===== config.mk =====
export PLATFORM = sky130hd
export DESIGN_NAME = jtag_dmi_sequencer
export DESIGN_NICKNAME = d
export VERILOG_FILES = /design/src/rtl/jtag_dmi_sequencer.sv
export SDC_FILE = /design/constraint.sdc
export NUM_CORES = 1
export LEC_CHECK = 0
export CAP_MARGIN = 20
export CORE_MARGIN = 5
export CORE_UTILIZATION = 38
export CTS_CLUSTER_DIAMETER = 200
export DETAILED_ROUTE_END_ITERATION = 6
export PLACE_DENSITY = 0.56
export SETUP_SLACK_MARGIN = 0.05
export SKIP_LAST_GASP = 1
export SLEW_MARGIN = 20
export SYNTH_ARGS = -nofsm -noshare
export SYNTH_HDL_FRONTEND = slang
export SYNTH_SLANG_ARGS = --single-unit

===== constraint.sdc =====
create_clock -name clk_i -period 2.1 [get_ports clk_i]
set_clock_uncertainty 0.2 [all_clocks]
set_input_delay 0.315 -clock clk_i [delete_from_list [all_inputs] [get_ports clk_i]]
set_output_delay 0.315 -clock clk_i [all_outputs]
set_load 0.02 [all_outputs]

===== src/rtl/jtag_dmi_sequencer.sv =====
// JTAG master that runs one RISC-V DMI access per request: optional IR load,
// access DR scan, Run-Test/Idle wait, then a NOP DR scan whose captured
// contents become the response.
module jtag_dmi_sequencer #(
  parameter int unsigned       CLK_DIV     = 4,
  parameter int unsigned       IR_LEN      = 5,
  parameter logic [IR_LEN-1:0] DMI_IR      = 5'h11,
  parameter int unsigned       ABITS       = 7,
  parameter int unsigned       IDLE_CYCLES = 8
) (
  input  logic             clk_i,
  input  logic             rst_i,
  input  logic             req_valid_i,
  output logic             req_ready_o,
  input  logic [1:0]       req_op_i,
  input  logic [ABITS-1:0] req_addr_i,
  input  logic [31:0]      req_data_i,
  output logic             rsp_valid_o,
  input  logic             rsp_ready_i,
  output logic [31:0]      rsp_data_o,
  output logic [1:0]       rsp_op_o,
  output logic             busy_o,
  output logic             jtag_tck_o,
  output logic             jtag_tms_o,
  output logic             jtag_tdi_o,
  output logic             jtag_trst_no,
  input  logic             jtag_tdo_i
);

  localparam int unsigned DR_LEN = ABITS + 34;
  localparam int unsigned CNT_W  = $clog2(ABITS + 35);
  localparam int unsigned DIV_W  = (CLK_DIV > 1) ? $clog2(CLK_DIV) : 1;

  localparam logic [CNT_W-1:0]  IR_LAST   = CNT_W'(IR_LEN - 1);
  localparam logic [CNT_W-1:0]  DR_LAST   = CNT_W'(DR_LEN - 1);
  localparam logic [CNT_W-1:0]  IDLE_LAST = CNT_W'(IDLE_CYCLES - 1);
  localparam logic [DR_LEN-1:0] IR_VEC    = DR_LEN'(DMI_IR);

  typedef enum logic [3:0] {
    S_TRST, S_TLR, S_IDLE,
    S_IR_SEL, S_IR_SHIFT, S_IR_UPD,
    S_DR_SEL, S_DR_SHIFT, S_DR_UPD,
    S_RTI_WAIT,
    S_RB_SEL, S_RB_SHIFT, S_RB_UPD,
    S_RSP
  } state_t;

  state_t             state_q, state_n;
  logic [CNT_W-1:0]   cnt_q, cnt_n, cnt_inc;
  logic               tms_q, tms_n;
  logic               tdi_q, tdi_n;
  logic               trst_n_q, trst_n_n;
  logic               ir_loaded_q, ir_loaded_n;
  logic [DR_LEN-1:0]  sr_q, sr_n;
  logic [DR_LEN-1:0]  req_q, req_n;
  logic [DIV_W-1:0]   div_q;
  logic               tck_q;
  logic [33:0]        cap_q;
  logic               rsp_valid_q;
  logic [31:0]        rsp_data_q;
  logic [1:0]         rsp_op_q;

  logic active, div_last, tck_fall, tck_rise, accept;

  assign active   = (state_q != S_IDLE) && (state_q != S_RSP);
  assign div_last = (div_q == DIV_W'(CLK_DIV - 1));
  assign tck_fall = active && tck_q && div_last;
  assign tck_rise = active && !tck_q && div_last;
  assign accept   = (state_q == S_IDLE) && req_valid_i && !rsp_valid_q;
  assign cnt_inc  = cnt_q + CNT_W'(1);

  // TCK divider: toggles every CLK_DIV clocks while a sequence runs, parked low otherwise
  always_ff @(posedge clk_i) begin
    if (rst_i || !active) begin
      div_q <= '0;
      tck_q <= 1'b0;
    end else if (div_last) begin
      div_q <= '0;
      tck_q <= ~tck_q;
    end else begin
      div_q <= div_q + DIV_W'(1);
    end
  end

  // Sequencer next state: each TCK period is one step; a step ends on the TCK falling edge,
  // where TMS/TDI for the following period are chosen
  always_comb begin
    state_n     = state_q;
    cnt_n       = cnt_q;
    tms_n       = tms_q;
    tdi_n       = tdi_q;
    trst_n_n    = trst_n_q;
    ir_loaded_n = ir_loaded_q;
    sr_n        = sr_q;
    req_n       = req_q;
    case (state_q)
      S_TRST: if (tck_fall) begin
        tms_n = 1'b1;
        if (cnt_q == CNT_W'(1)) begin
          state_n  = S_TLR;
          cnt_n    = '0;
          trst_n_n = 1'b1;
        end else begin
          cnt_n = cnt_inc;
        end
      end
      S_TLR: if (tck_fall) begin
        if (cnt_q == CNT_W'(5)) begin
          state_n = S_IDLE;
          cnt_n   = '0;
        end else begin
          cnt_n = cnt_inc;
          tms_n = (cnt_inc != CNT_W'(5));
        end
      end
      S_IDLE: if (accept) begin
        req_n   = {req_addr_i, req_data_i, req_op_i};
        cnt_n   = '0;
        tms_n   = 1'b1;
        tdi_n   = 1'b0;
        state_n = ir_loaded_q ? S_DR_SEL : S_IR_SEL;
      end
      S_IR_SEL: if (tck_fall) begin
        if (cnt_q == CNT_W'(3)) begin
          state_n = S_IR_SHIFT;
          cnt_n   = '0;
          sr_n    = IR_VEC;
          tdi_n   = IR_VEC[0];
          tms_n   = (IR_LEN == 1);
        end else begin
          cnt_n = cnt_inc;
          tms_n = (cnt_inc == CNT_W'(1));
        end
      end
      S_IR_SHIFT: if (tck_fall) begin
        if (cnt_q == IR_LAST) begin
          state_n = S_IR_UPD;
          cnt_n   = '0;
          tms_n   = 1'b1;
          tdi_n   = 1'b0;
        end else begin
          cnt_n = cnt_inc;
          sr_n  = sr_q >> 1;
          tdi_n = sr_q[1];
          tms_n = (cnt_inc == IR_LAST);
        end
      end
      S_IR_UPD: if (tck_fall) begin
        if (cnt_q == CNT_W'(1)) begin
          state_n     = S_DR_SEL;
          cnt_n       = '0;
          tms_n       = 1'b1;
          ir_loaded_n = 1'b1;
        end else begin
          cnt_n = cnt_inc;
          tms_n = 1'b0;
        end
      end
      S_DR_SEL, S_RB_SEL: if (tck_fall) begin
        if (cnt_q == CNT_W'(2)) begin
          state_n = (state_q == S_DR_SEL) ? S_DR_SHIFT : S_RB_SHIFT;
          cnt_n   = '0;
          sr_n    = (state_q == S_DR_SEL) ? req_q : '0;
          tdi_n   = (state_q == S_DR_SEL) ? req_q[0] : 1'b0;
          tms_n   = 1'b0;
        end else begin
          cnt_n = cnt_inc;
          tms_n = 1'b0;
        end
      end
      S_DR_SHIFT, S_RB_SHIFT: if (tck_fall) begin
        if (cnt_q == DR_LAST) begin
          state_n = (state_q == S_DR_SHIFT) ? S_DR_UPD : S_RB_UPD;
          cnt_n   = '0;
          tms_n   = 1'b1;
          tdi_n   = 1'b0;
        end else begin
          cnt_n = cnt_inc;
          sr_n  = sr_q >> 1;
          tdi_n = sr_q[1];
          tms_n = (cnt_inc == DR_LAST);
        end
      end
      S_DR_UPD: if (tck_fall) begin
        tms_n = 1'b0;
        if (cnt_q == CNT_W'(1)) begin
          state_n = S_RTI_WAIT;
          cnt_n   = '0;
        end else begin
          cnt_n = cnt_inc;
        end
      end
      S_RTI_WAIT: if (tck_fall) begin
        if (cnt_q == IDLE_LAST) begin
          state_n = S_RB_SEL;
          cnt_n   = '0;
          tms_n   = 1'b1;
        end else begin
          cnt_n = cnt_inc;
          tms_n = 1'b0;
        end
      end
      S_RB_UPD: if (tck_fall) begin
        tms_n = 1'b0;
        if (cnt_q == CNT_W'(1)) begin
          state_n = S_RSP;
          cnt_n   = '0;
        end else begin
          cnt_n = cnt_inc;
        end
      end
      S_RSP: state_n = S_IDLE;
      default: state_n = S_TRST;
    endcase
  end

  // Sequencer state register; reset restarts from TAP reset and forgets the loaded IR
  always_ff @(posedge clk_i) begin
    if (rst_i) begin
      state_q     <= S_TRST;
      cnt_q       <= '0;
      tms_q       <= 1'b1;
      tdi_q       <= 1'b0;
      trst_n_q    <= 1'b0;
      ir_loaded_q <= 1'b0;
      sr_q        <= '0;
      req_q       <= '0;
    end else begin
      state_q     <= state_n;
      cnt_q       <= cnt_n;
      tms_q       <= tms_n;
      tdi_q       <= tdi_n;
      trst_n_q    <= trst_n_n;
      ir_loaded_q <= ir_loaded_n;
      sr_q        <= sr_n;
      req_q       <= req_n;
    end
  end

  // Readback capture: TDO sampled on TCK rise; only the low 34 bits {data,op} are kept
  always_ff @(posedge clk_i) begin
    if (rst_i) begin
      cap_q <= '0;
    end else if (tck_rise && (state_q == S_RB_SHIFT) && (cnt_q < CNT_W'(34))) begin
      cap_q <= {jtag_tdo_i, cap_q[33:1]};
    end
  end

  // Response holding register: stays stable until the requester takes it
  always_ff @(posedge clk_i) begin
    if (rst_i) begin
      rsp_valid_q <= 1'b0;
      rsp_data_q  <= '0;
      rsp_op_q    <= '0;
    end else if (state_q == S_RSP) begin
      rsp_valid_q <= 1'b1;
      rsp_data_q  <= cap_q[33:2];
      rsp_op_q    <= cap_q[1:0];
    end else if (rsp_valid_q && rsp_ready_i) begin
      rsp_valid_q <= 1'b0;
    end
  end

  assign req_ready_o  = (state_q == S_IDLE) && !rsp_valid_q;
  assign busy_o       = (state_q != S_IDLE);
  assign rsp_valid_o  = rsp_valid_q;
  assign rsp_data_o   = rsp_data_q;
  assign rsp_op_o     = rsp_op_q;
  assign jtag_tck_o   = tck_q;
  assign jtag_tms_o   = tms_q;
  assign jtag_tdi_o   = tdi_q;
  assign jtag_trst_no = trst_n_q;

endmodule


==> metrics.md <==
| Metric | Value |
|---|---|
| Yosys warning total | 0 |
| DRC violation count after routing | 0 |
| Kind of capture point of the worst setup path | flop |
| Routed Antenna Nets | 0 |
| Number of synthesized flops with an enable pin | 0 |
| Synth-to-layout area growth | 42.3% |
| Required time at the worst-slack endpoint | 2.25 ns |
| Synth async-reset ratio | 0 |
| Violated checks | negative setup slack |
| Arithmetic-cell share of the synthesized area counting full adders, half adders and majority gates | 0.0103 |
| CP startpoint kind | flop |
| Mean post-synth cell area | 8.56 sq um |
| Clock buffer count from CTS | 17 |
| MaxCap Viol Count | 0 |
| Net count after synthesis | 902 |
| Number of standard-cell rows in the floorplan | 50 |
| Setup slack after layout | -0.226 ns |
| Top cell type's share of synthesized area | 0.459 |
| Area fraction in and, or, nand and nor cells after synthesis | 0.198 |
| TritonCTS clock tree | yes |
| Maximum VDD drop | 0.565 mV |
| Floorplan Core Area | 0.0188 sq mm |
| Via count normalized by instance count | 5.19 |
| Worst min-delay path class | flop to flop |
| Input/output buffers | 86 |
| Crit path top cell by count | sky130_fd_sc_hd__buf_12 |
| Distinct cell type count of the synthesized netlist | 61 |
| Rel. slew slack | 0.707 |
| Horizontal die dimension | 148 microns |
| Met3 usage | 0.0488 |
| Antenna diode count | 0 |
| Number of optimization iterations in the first detailed-route pass | 6 |
| Worst Path Class, Setup | flop to flop |
| Share of the synthesized netlist area taken by xor and xnor gates | 0.00722 |
| Hold Vio Cnt, Final | 0 |
| Portion of netlist area occupied by mux cells | 0.0524 |
| H-Tree Depth | 4 |
| CP top delay family | simple AND/OR/NAND/NOR gates |
| Cell types with the highest counts after synthesis | sky130_fd_sc_hd__nand2_1, sky130_fd_sc_hd__dfxtp_1, sky130_fd_sc_hd__nor2_1 |
| Die Height | 148 microns |
| Area fraction in compound gates after synthesis | 0.224 |
| Ratio of final minimum period to clock period | 1.11 |
| Combined buffer and inverter count along the critical path | 5 |
| Worst Max-Slew Pin Slew | 0.439 ns |
| Highest attainable clock frequency | 430 MHz |
| Leakage power summed over all cells | 0.00378 uW |
| Seq/Total Area, Yosys | 0.459 |
| Status | finished, violations left |
| Final std cell area, no fill | 0.0104 sq mm |
| Final core occ | 0.552 |
| Global Route met1 Usage | 0.239 |
| Cells after synthesis | 850 |
| Largest incremental delay on the critical path | 0.35 ns |
| Largest fanout of any net on the critical path | 8 |
| Min Hold Slack | 0.230 ns |
| Global-route wire length before repair | 30.7 mm |
| Clock-pin transition on the worst setup and hold timing paths | 0.07 ns |
| Power density over the cells | 654 mW/mm^2 |
| Maximum number of pins on one net before global-route repair | 73 |
| CTS sink count | 167 |
| Met2 GRT Util | 0.253 |
| Synth top area cells | sky130_fd_sc_hd__dfxtp_1, sky130_fd_sc_hd__nand2_1, sky130_fd_sc_hd__a211oi_2 |
| Number of stages on the worst hold path | 1 |
| Maximum count of clock buffers along a single path | 2 |
| Gr busiest metal | met2 |
| Nets@finish | 1047 |
| Predominant post-synthesis flop cell | sky130_fd_sc_hd__dfxtp_1 |
| Wire per inst | 15.8 microns |
| Final number of setup-violating endpoints | 49 |
| Post-detail-place hpwl | 11.8 mm |
| DP Area | 0.00914 sq mm |
| Synthesized flop and latch total | 167 |
| Wire length after detailed routing | 19.6 mm |
| Slowest-stage cell, CP | sky130_fd_sc_hd__dfxtp_4 |
| Netlist Area Pre-Place | 0.00728 sq mm |
| Vias in the first global route | 6029 |
| Most frequent cell after synthesis | sky130_fd_sc_hd__nand2_1 |
| Clock network latency to the later pin of the worst-skew pair | 0.42 ns |
| Number of I/O pins | 87 |
| Worst reg2reg path depth | 11 |
| Share of layout cells above drive strength 1 | 0.263 |
| Initial Utilization | 0.388 |
| Total vias in the final route | 6441 |
| Critical-path cell list | inv_4 -> buf_12 -> ha_4 -> nand3_2 -> or3_4 -> o22a_1 -> and3_4 -> buf_12 -> buf_12 -> buf_4 -> a211oi_2 |
| Stages on the worst setup path | 11 |
| Data arrival time of the critical path | 2.48 ns |
| Clock root buffer | sky130_fd_sc_hd__clkbuf_16 |
| Unrepaired setup endpoints after global routing | yes |
| Die ar. | 0.0220 sq mm |
| DRC marker count from the first detailed-route iteration | 349 |
| Final GP Congestion | 0.885 |
| Fin. max-slew vios | 0 |
| Cell type with the largest total area after synthesis | sky130_fd_sc_hd__dfxtp_1 |
| Overall track demand over capacity in global routing | 0.170 |
| Leftover overflow at the end of global routing | 0 |
| Main combinational cell family by area after synthesis | compound AO/OA/AOI/OAI gates |
| Antenna violations before repair | 1 |
| Post-route minimum period | 2.33 ns |
==> kinds of logic after synthesis <==
group           Yosys count
compound gates          217
xor+xnor                  6
fa+ha+maj                 6
buf+inv                  79
flops                   167
mux                      38
simple gates            337
==> where the power goes <==
group	internal, uW	leakage (uW)	total, uW	switching [uW]
clock	1910	0.000296	3290	1380
sequential	3180	0.00135	3190	16.3
combinational	163	0.00214	294	132
==> layout by cell type, fill, tap and decap left out, types with 5 or more instances in the layout <==
cell | synthesis | final
sky130_fd_sc_hd__buf_6 | 4 | 15
sky130_fd_sc_hd__mux2i_1 | 37 | 37
sky130_fd_sc_hd__o21ai_0 | 7 | 6
sky130_fd_sc_hd__a211oi_2 | 38 | 39
sky130_fd_sc_hd__nand3_1 | 14 | 10
sky130_fd_sc_hd__nand2_1 | 176 | 174
sky130_fd_sc_hd__nor2_2 | 0 | 8
sky130_fd_sc_hd__nand2b_1 | 11 | 10
sky130_fd_sc_hd__clkdlybuf4s50_1 | 0 | 83
sky130_fd_sc_hd__clkbuf_16 | 0 | 21
sky130_fd_sc_hd__a22oi_1 | 39 | 38
sky130_fd_sc_hd__a21oi_1 | 87 | 86
sky130_fd_sc_hd__buf_12 | 0 | 15
sky130_fd_sc_hd__dfxtp_1 | 167 | 160
sky130_fd_sc_hd__inv_6 | 0 | 5
sky130_fd_sc_hd__buf_4 | 5 | 78
sky130_fd_sc_hd__nor2_4 | 0 | 22
sky130_fd_sc_hd__nor3_1 | 8 | 7
sky130_fd_sc_hd__nor4_1 | 6 | 5
sky130_fd_sc_hd__a31oi_1 | 9 | 9
sky130_fd_sc_hd__nor2_1 | 96 | 66
==> routing by layer <==
metal | part of all wire | vias up
li1 | - | 3260
met3 | 0.051 | 17
met4 | 0.013 | 2
met2 | 0.45 | 124
met1 | 0.48 | 3038
met5 | 0.00061 | -
==> worst paths after layout <==
path,start,to,slack (ns)
setup / recovery,cnt_q[1],sr_q[25],-0.23
hold / removal,div_q[0],div_q[0],0.23
setup reg to reg,cnt_q[1],sr_q[25],-0.23
hold reg to reg,div_q[0],div_q[0],0.23
==> registers in the layout (all words and copies together), names as in the netlist <==
name          flops
cap_q            34
div_q             2
rsp_data_o       32
state_q           4
rsp_op_o          2
jtag_tdi_o        1
ir_loaded_q       1
cnt_q             6
jtag_tck_o        1
jtag_trst_no      1
req_q            41
sr_q             40
rsp_valid_o       1
jtag_tms_o        1
==> cell type report <==
class                   instances  area [sq um]
clock buffers                  18           429
repair buffers                199          2030
flip-flops and latches        167          3360
well taps                     234           293
multi-input cells             605          4040
fillers                      1710          8410
inverters                       5          21.3
clock inverters                14           185
==> metrics by stage <==
step | total power [uW] | TNS [ns] | instances | worst slack (ns)
after floorplan | 3380 | -2.04 | 850 | -0.0943
after global placement | 3540 | -3.71 | 1182 | -0.175
after detailed placement | 3540 | -5.10 | 1182 | -0.203
after CTS | 6840 | -4.33 | 1221 | -0.138
after global routing | 7040 | -10.61 | 1242 | -0.277
final | 6770 | -6.38 | 1242 | -0.226
==> timing repair <==
action | CTS | global route
setup endpoints to repair | 88 | 88
hold endpoints to repair | 1 | 0
cloned | 0 | 7
hold buffers | 1 | 0
buffers inserted | 6 | 15
pin swaps | 9 | 23
gates resized for setup | 39 | 40
(Power assumes the default switching activity.)
